File: src/rtl/reg_writeback_queue_pkg.sv
// Types shared by the writeback queue, the register file and the datapath.
package reg_writeback_queue_pkg;

   localparam int DATA_W   = 16;
   localparam int ADDR_W   = 3;
   localparam int NUM_REGS = 8;

   typedef struct packed {
      logic [ADDR_W-1:0] addr;
      logic [DATA_W-1:0] data;
   } wb_entry_t;

endpackage

File: src/rtl/reg_writeback_queue_fwd_match.sv
// Youngest-wins address match of one read port against all pending queue entries.
// Purely combinational; scanning from head to tail lets later (younger) hits override earlier ones.
module reg_writeback_queue_fwd_match
   import reg_writeback_queue_pkg::*;
#(
   parameter int DEPTH = 4,
   localparam int PW   = $clog2(DEPTH)
) (
   input  logic [ADDR_W-1:0]           addr,
   input  wb_entry_t [DEPTH-1:0]       entries,
   input  logic [DEPTH-1:0]            valid,
   input  logic [PW-1:0]               head,
   output logic                        hit,
   output logic [DATA_W-1:0]           data
);

   always_comb begin
      logic [PW-1:0] idx;
      hit  = 1'b0;
      data = '0;
      idx  = head;
      for (int i = 0; i < DEPTH; i++) begin
         idx = head + PW'(i);
         if (valid[idx] && (entries[idx].addr == addr)) begin
            hit  = 1'b1;
            data = entries[idx].data;
         end
      end
   end

endmodule

File: src/rtl/reg_writeback_queue.sv
// Buffers register results and drains one per cycle onto the register file write port, with forwarding.
// Accept at edge N drives reg_write from cycle N+1; in_ready falls at full, wr_stall holds the head.
module reg_writeback_queue #(
   parameter int DATA_W = reg_writeback_queue_pkg::DATA_W,
   parameter int ADDR_W = reg_writeback_queue_pkg::ADDR_W,
   parameter int DEPTH  = 4
) (
   input  logic                     clk,
   input  logic                     rst,
   input  logic                     in_valid,
   output logic                     in_ready,
   input  logic [ADDR_W-1:0]        in_reg,
   input  logic [DATA_W-1:0]        in_data,
   input  logic                     wr_stall,
   output logic                     reg_write,
   output logic [ADDR_W-1:0]        writeReg,
   output logic [DATA_W-1:0]        write_data,
   input  logic [ADDR_W-1:0]        rd_addr1,
   input  logic [ADDR_W-1:0]        rd_addr2,
   output logic                     fwd_hit1,
   output logic [DATA_W-1:0]        fwd_data1,
   output logic                     fwd_hit2,
   output logic [DATA_W-1:0]        fwd_data2,
   output logic [$clog2(DEPTH):0]   count,
   output logic                     empty,
   output logic                     full
);
   import reg_writeback_queue_pkg::wb_entry_t;

   localparam int PW = $clog2(DEPTH);
   localparam int CW = PW + 1;

   wb_entry_t [DEPTH-1:0] mem;
   logic [DEPTH-1:0]      ent_valid;
   logic [PW-1:0]         head;
   logic [PW-1:0]         tail;
   logic [CW-1:0]         cnt;
   logic                  push;
   logic                  pop;
   logic                  hit1;
   logic                  hit2;
   logic [DATA_W-1:0]     data1;
   logic [DATA_W-1:0]     data2;

   assign count     = cnt;
   assign empty     = (cnt == '0);
   assign full      = (cnt == CW'(DEPTH));
   assign in_ready  = !full && !rst;
   assign reg_write = !empty && !wr_stall && !rst;
   assign push      = in_valid && in_ready;
   assign pop       = reg_write;

   assign writeReg   = empty ? '0 : mem[head].addr;
   assign write_data = empty ? '0 : mem[head].data;

   always_ff @(posedge clk) begin
      if (rst) begin
         head      <= '0;
         tail      <= '0;
         cnt       <= '0;
         ent_valid <= '0;
      end else begin
         if (push) begin
            ent_valid[tail] <= 1'b1;
            tail            <= tail + 1'b1;
         end
         if (pop) begin
            ent_valid[head] <= 1'b0;
            head            <= head + 1'b1;
         end
         case ({push, pop})
            2'b10:   cnt <= cnt + 1'b1;
            2'b01:   cnt <= cnt - 1'b1;
            default: cnt <= cnt;
         endcase
      end
   end

   // Payload storage is deliberately left out of reset; ent_valid guards every read.
   always_ff @(posedge clk) begin
      if (push) begin
         mem[tail] <= '{addr: in_reg, data: in_data};
      end
   end

   reg_writeback_queue_fwd_match #(.DEPTH(DEPTH)) u_fwd1 (
      .addr    (rd_addr1),
      .entries (mem),
      .valid   (ent_valid),
      .head    (head),
      .hit     (hit1),
      .data    (data1)
   );

   reg_writeback_queue_fwd_match #(.DEPTH(DEPTH)) u_fwd2 (
      .addr    (rd_addr2),
      .entries (mem),
      .valid   (ent_valid),
      .head    (head),
      .hit     (hit2),
      .data    (data2)
   );

   assign fwd_hit1  = hit1 && !rst;
   assign fwd_data1 = rst ? '0 : data1;
   assign fwd_hit2  = hit2 && !rst;
   assign fwd_data2 = rst ? '0 : data2;

endmodule
File: config.mk
export PLATFORM = sky130hd
export DESIGN_NAME = reg_writeback_queue
export DESIGN_NICKNAME = d
export VERILOG_FILES = /design/src/rtl/reg_writeback_queue_pkg.sv /design/src/rtl/reg_writeback_queue_fwd_match.sv /design/src/rtl/reg_writeback_queue.sv
export SDC_FILE = /design/constraint.sdc
export NUM_CORES = 1
export LEC_CHECK = 0
export ABC_AREA = 0
export BUFFER_PORTS_ARGS = -buffer_cell sky130_fd_sc_hd__buf_2
export CAP_MARGIN = 40
export CORE_AREA = 4 4 135 137
export DETAILED_ROUTE_END_ITERATION = 7
export DIE_AREA = 0 0 139 141
export PLACE_DENSITY = 0.68
export SLEW_MARGIN = 10
export SYNTH_ARGS = -nofsm -noshare
export SYNTH_HDL_FRONTEND = slang
export SYNTH_SLANG_ARGS = --single-unit
File: constraint.sdc
create_clock -name clk -period 6.25 [get_ports clk]
set_input_delay 0.3125 -clock clk [delete_from_list [all_inputs] [get_ports clk]]
set_output_delay 0.3125 -clock clk [all_outputs]
set_load 0.03 [all_outputs]
==> out/qor.yml <==
path_delay_family: "simple AND/OR/NAND/NOR gates"
place_ws_ps: 2080
yosys-top-cells-count: "mux4_2 (79), edfxtp_1 (76), nor2b_1 (34)"
grt-ovfl-total: 0
outcome: "finished clean"
drv_cap: 0
hold_start: "in_data[0]"
area_growth_pct: 15.7
min_path_cells: 1
crit_required_ps: 5940
start_util_pct: 39.5
fmax_mhz: 217
yosysTopAreaCell: "edfxtp_1"
vias: 5328
vias_per_cell: 6.36
routed_wl_um: 20500
skew_ps: 11.0
worstSetupPathType: "register to output port"
syn_area_um2: 6740
synth_edf_count: 76
clkSlewWorstSetupHoldPaths_ps: 70
start_kind: "register"
ys_async_sr_fraction_pct: 0
yosysMostFrequentCell: "mux4_2"
setup_ws_ps: 1640
crit_buf_inv: 2
clock-sinks: 87
placed_cell_area_um2: 7480
yosysWarnings: 0
r2r_start: "count[2]$_SDFFE_PP0P_"
rrSetupSlack_ps: 3740
post-route-util_pct: 45.7
numCtsBuffers: 9
relSlewSlack_pct: 40.6
min_period_ps: 4610
syn-mean-instance-area_um2: 12.5
period_share_pct: 73.8
ios: 89
drive_gt1_share_pct: 36.2
ys_ff_latch: 87
clockBufferDepth: 2
setup_violations: 0
cts_setup_buffers: 0
coreArea_um2: 17100
grt_pass1_vias: 5285
worst_path_largest_cell_delay_ps: 830
n_fill_cell: 1557
synth-main-ff-cell: "edfxtp_1"
critical_path_arrival_ps: 4300
drt_first_pass_iters: 5
fin_area_um2: 7790
hold_buffers: 0
reg2regPathDepth: 10
cp_max_fo: 17
p_leak_nw: 2.72
power_density_nw_per_um2: 241
dp_hpwl_um: 14800
slew_viol_final: 0
crit_chain: "inv_1 > ha_2 > mux4_2 > xor2_2 > or4b_1 > a311oi_1 > o22ai_1 > buf_2"
chipWidth_um: 139
die_h_um: 141
hp-class: "input port to register"
worstHoldEndpoint: "mem[38]$_DFFE_PP_"
cp-end-kind: "output port"
grt_use_total_pct: 20.6
yosys-top-cells-area: "edfxtp_1 (34%), mux4_2 (26%), dfxtp_1 (3.3%)"
detail-route-antenna-nets: 0
syn_nets: 576
cp_slowest_cell: "or4b_1"
timing.rr.end: "count[2]$_SDFFE_PP0P_"
clock_latency_ps: 340
wl_per_cell_um: 24.4
synthCells: 537
grt_max_degree: 44
grt_pass1_wl_um: 31500
drt-initial-drc-count: 584
std_cell_rows: 48
hold_viol_final: 0
grt_setup_unrepaired: "false"
port_buffers: 88
diodes: 0
root_buffer: "clkbuf_16"
drc: 0
antenna_found_initial: 3
vdd_ir_drop_max_mv: 0.125
nNetsFinal: 647
seq_area_frac_synth_pct: 37.1
cts_tree: "built"
place_congestion: 0.927
cts_max_level: 3
max_slew.worst_pin.slew_ps: 891
dieArea_um2: 19600
setup-tns-final_ps: 0
cts_resized: 0
synth.top_cell.area_share_pct: 33.9
synth_cell_type_count: 42
-- worst max-delay path by stage --
stage,from,to,slack [ps],cells past startpoint
2_1_floorplan,head[1]$_SDFFE_PP0N_,fwd_hit1,1480,13
3_3_place_gp,head[0]$_SDFFE_PP0N_,fwd_data2[10],1960,8
3_5_place_dp,head[0]$_SDFFE_PP0N_,fwd_data1[2],2080,8
4_1_cts,head[0]$_SDFFE_PP0N_,fwd_data1[2],1710,8
5_1_grt,head[0]$_SDFFE_PP0N_,fwd_data1[3],1560,8
6_report,head[0]$_SDFFE_PP0N_,fwd_data1[2],1640,8
-- per-stage QoR --
stage                     total power (W)  hold WS [ps]  std cells
final                             0.00188           186        838
after global routing              0.00196           178        838
after detailed placement          0.00136           527        821
after CTS                         0.00188           176        837
after global placement            0.00133           509        813
after floorplan                   0.00117           411        537
-- final cells by class --
cell class                 count  area, um^2  share of cell area, %
timing repair buffer         110         674                   8.65
clock buffer                  11         254                   3.26
clock inverter                 5        40.0                  0.514
inverter                      24        90.1                   1.16
multi-input combinational    376        3950                   50.6
sequential                    87        2510                   32.2
tap                          225         282                   3.61
-- routing by layer --
metal	share of wire (%)	global-route usage [%]	wire length, um	vias up
met1	40	27.5	8160	2688
met5	0.20	0	40	-
li1	-	-	-	2289
met2	50	34.2	10200	298
met3	8.0	4.14	1640	47
met4	2.3	6.39	470	6
-- flip-flops by register name, indices dropped and copies added, names as in the netlist --
name and cells:
count 3, ent_valid 4, head 2, mem 76, tail 2
-- report_power, final --
part	leakage, nW	switching (W)	internal, W
combinational	1.80	0.000405	0.000274
sequential	0.781	0.0000245	0.000654
clock	0.139	0.000221	0.000297
total	2.72	0.000651	0.00122
-- cell usage in the layout, fill, tap and decap left out, types with 2 or more instances in the layout --
master      instances
nand2_1            18
and3_1              4
a311oi_1            6
dfxtp_1             9
nor2b_1            34
nand2b_1           16
edfxtp_1           76
mux2i_1            16
a21oi_1             7
nor4_1             16
mux4_2             79
a41oi_1             3
xnor2_1            17
a221o_1            16
o21a_1              4
xnor2_2             3
buf_4              13
o22ai_1            16
clkinvlp_4          2
and2_1             17
xor2_1              7
buf_8               7
inv_1              24
ha_1                8
nor2_1             24
o21ai_0            18
nand4_1            22
buf_2              88
a311oi_2            9
clkbuf_16          10
-- kinds of logic after synthesis --
logic type,synth area share (%)
XOR/XNOR,3.75
flip-flops,37.1
multiplexers,29.2
AO/OA/AOI/OAI,9.56
buffers and inverters,4.83
AND/OR/NAND/NOR,13.6
adder cells (fa/ha/maj),1.97
(Power assumes the default switching activity.)
